===== config.mk =====
export PLATFORM = sky130hd
export DESIGN_NAME = rr_packet_arbiter
export DESIGN_NICKNAME = d
export VERILOG_FILES = /design/src/rtl/rr_packet_arbiter_pkg.sv /design/src/rtl/rr_packet_arbiter_priority_pick.sv /design/src/rtl/rr_packet_arbiter.sv
export SDC_FILE = /design/constraint.sdc
export NUM_CORES = 1
export LEC_CHECK = 0
export CORE_AREA = 5 5 42 44
export CTS_BUF_LIST = sky130_fd_sc_hd__clkbuf_8 sky130_fd_sc_hd__clkbuf_16
export DETAILED_ROUTE_END_ITERATION = 12
export DIE_AREA = 0 0 47 49
export PLACE_DENSITY_LB_ADDON = 0.15
export SETUP_SLACK_MARGIN = 0.1
export SLEW_MARGIN = 20
export SYNTH_ARGS = -nofsm -noshare
export SYNTH_HDL_FRONTEND = slang
export SYNTH_SLANG_ARGS = --single-unit

===== constraint.sdc =====
create_clock -name clk -period 1.4 [get_ports clk]
set_input_delay 0.14 -clock clk [delete_from_list [all_inputs] [get_ports clk]]
set_output_delay 0.14 -clock clk [all_outputs]
set_load 0.005 [all_outputs]

===== src/rtl/rr_packet_arbiter_pkg.sv =====
// Shared constants for the round-robin packet arbiter:
//   clog2      - ceiling log2, used to size the grant index
//   arb_state_e - IDLE / LOCKED arbitration states
package rr_packet_arbiter_pkg;

    function automatic int clog2(input int value);
        int v;
        int r;
        v = value - 1;
        r = 0;
        while (v > 0) begin
            r++;
            v = v >> 1;
        end
        return r;
    endfunction

    typedef enum logic {
        ST_IDLE   = 1'b0,
        ST_LOCKED = 1'b1
    } arb_state_e;

endpackage


===== src/rtl/rr_packet_arbiter_priority_pick.sv =====
// Rotating-priority picker (purely combinational).
//   cand : candidate request vector
//   ptr  : index of the highest-priority position
//   pick : one-hot selection of the first set candidate found scanning
//          ptr, ptr+1, ..., CHANNELS-1, 0, ... (all-zero when none set)
//   any  : at least one candidate is set
module rr_priority_pick #(
    parameter int CHANNELS = 2,
    parameter int IDX_W    = 1
) (
    input  logic [CHANNELS-1:0] cand,
    input  logic [IDX_W-1:0]    ptr,
    output logic [CHANNELS-1:0] pick,
    output logic                any
);

    // Position reached after stepping 'off' places past p, wrapping modulo CHANNELS.
    function automatic logic [IDX_W-1:0] wrap_idx(input logic [IDX_W-1:0] p, input int off);
        int s;
        s = int'(p) + off;
        if (s >= CHANNELS) begin
            s = s - CHANNELS;
        end
        return s[IDX_W-1:0];
    endfunction

    logic found;

    always_comb begin
        pick  = '0;
        found = 1'b0;
        for (int off = 0; off < CHANNELS; off++) begin
            if (!found && cand[wrap_idx(ptr, off)]) begin
                pick[wrap_idx(ptr, off)] = 1'b1;
                found                    = 1'b1;
            end
        end
    end

    assign any = |cand;

endmodule


===== src/rtl/rr_packet_arbiter.sv =====
// Round-robin, packet-locking arbiter. Produces the registered one-hot
// channel select for a downstream one-hot mux and holds a grant until the
// granted channel's last beat transfers.
// Ports:
//   clk, rst   - clock (rising edge), asynchronous active-high reset
//   req_valid  - per-channel beat valid
//   req_last   - per-channel last-beat flag, qualified by req_valid
//   req_ready  - per-channel beat accept (only the granted channel)
//   onehot     - registered grant vector (zero or one-hot)
//   grant_idx  - binary index of the onehot bit, 0 when idle
//   o_valid    - beat valid toward the consumer
//   o_ready    - consumer accept
module rr_packet_arbiter
    import rr_packet_arbiter_pkg::*;
#(
    parameter int CHANNELS = 2,
    parameter int IDX_W    = clog2(CHANNELS)
) (
    input  logic                clk,
    input  logic                rst,
    input  logic [CHANNELS-1:0] req_valid,
    input  logic [CHANNELS-1:0] req_last,
    output logic [CHANNELS-1:0] req_ready,
    output logic [CHANNELS-1:0] onehot,
    output logic [IDX_W-1:0]    grant_idx,
    output logic                o_valid,
    input  logic                o_ready
);

    function automatic logic [IDX_W-1:0] onehot_to_idx(input logic [CHANNELS-1:0] oh);
        logic [IDX_W-1:0] idx;
        idx = '0;
        for (int i = 0; i < CHANNELS; i++) begin
            if (oh[i]) begin
                idx = idx | IDX_W'(i);
            end
        end
        return idx;
    endfunction

    arb_state_e          state_q, state_d;
    logic [IDX_W-1:0]    ptr_q, ptr_d;
    logic [CHANNELS-1:0] onehot_q, onehot_d;
    logic [IDX_W-1:0]    grant_idx_q, grant_idx_d;

    logic [CHANNELS-1:0] idle_pick, b2b_pick;
    logic                idle_any, b2b_any;
    logic [IDX_W-1:0]    ptr_next;
    logic                beat_xfer;
    logic                beat_last;

    // Outputs are AND terms of the registered grant with live inputs, so an
    // idle arbiter (onehot_q == 0) never raises o_valid or req_ready.
    assign onehot    = onehot_q;
    assign grant_idx = grant_idx_q;
    assign o_valid   = |(onehot_q & req_valid);
    assign req_ready = onehot_q & {CHANNELS{o_ready}};

    assign beat_xfer = o_valid && o_ready;
    assign beat_last = |(onehot_q & req_valid & req_last);

    // Position after the current grant; becomes the new ptr on packet end
    // and seeds the back-to-back search.
    assign ptr_next = (grant_idx_q == IDX_W'(CHANNELS - 1)) ? '0 : grant_idx_q + IDX_W'(1);

    rr_priority_pick #(
        .CHANNELS (CHANNELS),
        .IDX_W    (IDX_W)
    ) u_idle_pick (
        .cand (req_valid),
        .ptr  (ptr_q),
        .pick (idle_pick),
        .any  (idle_any)
    );

    // The finishing channel is masked so it must go back through IDLE.
    rr_priority_pick #(
        .CHANNELS (CHANNELS),
        .IDX_W    (IDX_W)
    ) u_b2b_pick (
        .cand (req_valid & ~onehot_q),
        .ptr  (ptr_next),
        .pick (b2b_pick),
        .any  (b2b_any)
    );

    always_comb begin
        state_d  = state_q;
        ptr_d    = ptr_q;
        onehot_d = onehot_q;
        case (state_q)
            ST_IDLE: begin
                if (idle_any) begin
                    onehot_d = idle_pick;
                    state_d  = ST_LOCKED;
                end
            end
            ST_LOCKED: begin
                // Grant is held (even with req_valid low) until the last beat moves.
                if (beat_xfer && beat_last) begin
                    ptr_d = ptr_next;
                    if (b2b_any) begin
                        onehot_d = b2b_pick;
                    end else begin
                        onehot_d = '0;
                        state_d  = ST_IDLE;
                    end
                end
            end
            default: begin
                onehot_d = '0;
                state_d  = ST_IDLE;
            end
        endcase
        grant_idx_d = onehot_to_idx(onehot_d);
    end

    always_ff @(posedge clk or posedge rst) begin
        if (rst) begin
            state_q     <= ST_IDLE;
            ptr_q       <= '0;
            onehot_q    <= '0;
            grant_idx_q <= '0;
        end else begin
            state_q     <= state_d;
            ptr_q       <= ptr_d;
            onehot_q    <= onehot_d;
            grant_idx_q <= grant_idx_d;
        end
    end

endmodule

Yosys cells after proc, flatten, opt, wreduce, memory -nomap -nowiden --
Index checks and enable logic that the tools add are counted.
Operators by class: $add $sub $neg 7, $lt $le $gt $ge 16, equal/unequal tests 2, muxes and demuxes 40, bitwise gates (word level) 8, reductions and logical operators 16
Operators with widths (count):
- two-way mux 1 bit | 27
- less-than comparator 1 x 2 -> 1 bit, second input constant | 8
- two-way mux 2 bit | 7
- bitwise AND 2 bit | 4
- logical AND 1 bit | 8
- OR reduction 2 bit | 4
- adder 1 x 1 -> 2 bit, second input constant | 2
- demux 1 bit (select 1 bit) | 4
- >= comparator 1 bit, second input constant | 4
- >= comparator 1 x 2 -> 1 bit, second input constant | 2
- >= comparator 2 bit, second input constant | 2
- OR 2 bit | 2
- case mux 2 bit (2 select lines) | 1
- AND reduction 2 bit | 2
- subtractor 1 bit, second input constant | 4
- zero test 1 bit | 2
- inequality test 2 x 1 -> 1 bit, second input constant | 1
- inequality test 2 bit, second input constant | 1
- inverter 2 bit | 1
- case mux 1 bit (2 select lines) | 1
- adder 1 bit, second input constant | 1
- inverter 1 bit | 1
Word-level totals: register bits 5, bits of input ports 7, output and inout port bits 6, word-level logic and storage cells 94

Depth between registers and ports, before layout --
word-level depth 20, mapped depth 3, gate-level depth less buffers 3

Hierarchy --
From an unflattened synthesis, not the netlist that was laid out.
Unflattened totals: cell total of the unflattened synthesis 36, area total of the unflattened synthesis 327.8 um^2
By module, submodules not included:
- rr_packet_arbiter | instances 1, cells each 28, area an instance 277.8 um^2, seq. area each 100.1 um^2
- rr_priority_pick | instances 2, cells each 4, area an instance 25.0 um^2, seq. area each 0.0 um^2

Worst setup path before layout --
No wires, ideal clock.
path type reg2reg, from register onehot_q[1], in the netlist onehot[1], to register state_q, library setup time 0.140 ns, data arrival time 0.909 ns, path slack 0.351 ns, cell stages (with the launch flop) 4, path buffers 0, cell sequence dfrtp_1 -> nand4_1 -> a21boi_1 -> o221ai_1
On the way: cells in the longest elaborated chain, start to end 6, elaborated cells between the ends (all ways) 12, those cells by class mux: 3; bitwise: 4; reduce/logical: 5
Ends and longest elaborated chain:
- start: declaration | line rr_packet_arbiter.sv:43 | logic [CHANNELS-1:0] onehot_q, onehot_d;
- start signal: assignment | line rr_packet_arbiter.sv:127 | onehot_q <= onehot_d;
- bitwise AND 2 bit / inverter 2 bit (equally long branches) | line rr_packet_arbiter.sv:56, rr_packet_arbiter.sv:60, rr_packet_arbiter.sv:81
- bitwise AND 2 bit (tied with other cells) | line rr_packet_arbiter.sv:60 | assign beat_last = |(onehot_q & req_valid & req_last);
- OR reduction 2 bit (tied with other cells) | line rr_packet_arbiter.sv:60
- logical AND 1 bit / two-way mux 1 bit (equally long branches) | line rr_packet_arbiter.sv:100, rr_packet_arbiter.sv:102
- two-way mux 1 bit (*) | line rr_packet_arbiter.sv:100 | if (beat_xfer && beat_last) begin
- case mux 1 bit (2 select lines) (*) | line rr_packet_arbiter.sv:91 | case (state_q)
- via state_d | line rr_packet_arbiter.sv:41 | arb_state_e state_q, state_d;
- end signal: assignment | line rr_packet_arbiter.sv:125 | state_q <= state_d;
- end: declaration | line rr_packet_arbiter.sv:41
The timed path passes the listed nets; every way through them passes the cells marked *. A chain may end at the register's enable or synchronous reset.

Worst setup path in the final report --
from register onehot_q[0], in the netlist onehot[0], to output port o_valid
On the way: cells in the longest elaborated chain, start to end 2
Ends and longest elaborated chain:
- bitwise AND 2 bit | line rr_packet_arbiter.sv:56 | assign o_valid = |(onehot_q & req_valid);
- OR reduction 2 bit | line rr_packet_arbiter.sv:56
- end: declaration | line rr_packet_arbiter.sv:26 | output logic o_valid,
No other way between the ends.

==> metrics.txt <==
outcome complete, no violations; Max Cap Viol 0; Ys Warns 0; Worst-path clk slew 0.03 ns; Commonest cells post-synth dfrtp_1, and2_1, inv_1, nand4_1, nor3_1; Yosys cell types 22; area leader, netlist dfrtp_1; number of antenna diodes 0; Final nets 61; hold_buf cts 0; initial drt markers 1; Die Ht approximately 49 um; GPL Wtd Cong ~0.70; filler cell count around 160; Avg Vias per Cell ~4.8; First-pass DRT Iterations 2; RR Startpoint onehot[1]; P_sw around 160 uW; final setup fails 0; Most used DFF post-synth dfrtp_1; Worst Setup End Kind output pin; part of the power in registers 27.9%; Initial Util just over 20%; unrepaired setup endpoints after global routing no; count of final hold-check violations 0; Final ANT Viol Nets 0; Slew headroom around 84%; Internal Power between 400 and 500 uW; Placed Cells 60; WL final between 800 and 900 um; initial antenna violation count 0; worst-case hold slack ~0.1 ns; synthesis-stage register bit count 4; Crit path required time about 1.3 ns; I/O pins 13; fraction of layout cells with a size suffix above 1 38.46%; CTS sink cnt 4; Final min period 1.233 ns; Worst-Skew Late Latency about 0.21 ns; largest net degree at the start of global routing 9; clock root buffer clkbuf_8; DR WL/cell roughly 13 um; r2r worst-path depth 5; port bufs 12; sequential area share after synthesis roughly a third; final cycle utilization of the critical path between 80% and 90%; Syn Inst Count 29; CTS tree done; Post-Syn Area ~280 um^2; Comb power frac 34.2%; Crit Path Class flop to output pin; Critical Path AT between 1 and 1.5 ns; Post-synth EDFFs 0; Layout area overhead 84.14%; global route overflow 0; reg2reg setup slack 0.21 ns; Max Root-Sink Buffers 2; DR DRC count 0; Final Instance Count excl. Fillers a little under 70; Switching Share approximately a quarter; Tot GR Track Use under 10%; pins over their slew limit 0; standard-cell rows 14; fmax slightly above 800 MHz; Crit Path Max Fanout 5; pwr/cell area around 1200 mW/mm^2; first-pass GRT wire length around 1400 um; Synth top area share a little over a third; Synth Area per Inst a little under 10 um^2; FFs w/ async S/R, synth 100.0%; peak supply drop 0.5378 mV; Die X 47 um; most numerous cell in the Yosys netlist dfrtp_1; Num CTS Buffers 3; DIE AREA roughly 0.0023 mm^2; Core Area ~0.0014 mm^2; Pleak approximately 0.24 nW; htree depth 1; Hold WC Path Type input port to asynchronous set/reset pin; Mapped Nets 36; Reg-to-Reg End onehot[0]; vias in the first global route ~340; largest cells by area after synthesis dfrtp_1, and2_1, nand4_1; via count around 330; Clock Skews roughly 0.0020 ns; clock share of power roughly 38%; type of origin of the critical path flop; Worst-Margin Slew 0.2399 ns
[worst max-delay path, cell delays in order (launching register included)]
cell and delay (ns):
dfrtp_2 0.42, a22o_2 0.26, clkdlybuf4s15_1 0.19
[placed cells by master (no fill, tap or decap), types with 2 or more instances in the layout]
master | synthesis | layout
clkdlybuf4s50_1 | 0 | 4
dfrtp_1 | 4 | 2
nand4_1 | 2 | 2
and2_1 | 2 | 2
inv_1 | 2 | 2
clkbuf_8 | 0 | 3
buf_4 | 1 | 9
nor3_1 | 2 | 2
dfrtp_2 | 0 | 2
dlygate4sd2_1 | 0 | 7
[power groups by stage]
| stage | sequential, mW | combinational, mW | clock [mW] |
|---|---|---|---|
| final | 0.177 | 0.217 | 0.240 |
| after global routing | 0.181 | 0.239 | 0.261 |
| after CTS | 0.176 | 0.217 | 0.244 |
| after detailed placement | 0.186 | 0.186 | 0 |
| after global placement | 0.185 | 0.186 | 0 |
| after floorplan | 0.173 | 0.0878 | 0 |
[repair_timing]
item                       4_1_cts  5_1_grt
setup endpoints to repair        6        2
resized for setup               10        2
gates cloned                     0        0
pin swaps                        0        1
buffers inserted                 5        0
[sequential cells by signal, summed over array words and instances, names as in the netlist]
signal / flops
onehot: 2
ptr_q: 1
state_q: 1
[metal layers]
layer | GRT usage [%] | wire length [um] | vias to the layer above
met5 | 0 | 0 | -
met2 | 14.03 | 416 | 15
met4 | 5.530 | 14 | 0
li1 | - | - | 158
met1 | 8.000 | 343 | 150
met3 | 2.952 | 98 | 2
[how the worst max path moves through the flow]
stage,start,end
finish,onehot[0],o_valid
global route,onehot[1],state_q
CTS,onehot[0],o_valid
detailed placement,req_valid[0],o_valid
global placement,req_valid[0],o_valid
floorplan,onehot[1],state_q
[through the flow]
stage / worst slack (ns) / total power [mW] / setup TNS [ns] / util, % / instance area, um^2
after floorplan: 0.3513 / 0.2606 / 0 / - / 284.0
after global placement: -0.06263 / 0.3714 / -0.1521 / 31.87 / 446.7
after detailed placement: -0.05989 / 0.3728 / -0.1715 / 31.87 / 446.7
after CTS: 0.1230 / 0.6369 / 0 / 36.96 / 518.0
after global routing: 0.09844 / 0.6809 / 0 / 37.32 / 523.0
final: 0.1668 / 0.6329 / 0 / 37.32 / 523.0
[cells by family (layout without fill, tap and decap cells)]
family	count (synthesis)	count (layout)	share of synthesized area, %
and+or+nand+nor	14	14	34.80
AOI/OAI and AO/OA	8	8	24.67
DFF	4	4	35.24
buffers and inverters	3	26	5.288
[area by class of cell]
type	count	area [um^2]	area share, %
multi-input cells	22	172.7	33.01
clock buffers	3	41.29	7.895
repair buffers	21	178.9	34.21
inverters	2	7.507	1.435
well taps	16	20.02	3.828
flip-flops and latches	4	102.6	19.62
Power figures use the tool's default switching activity.
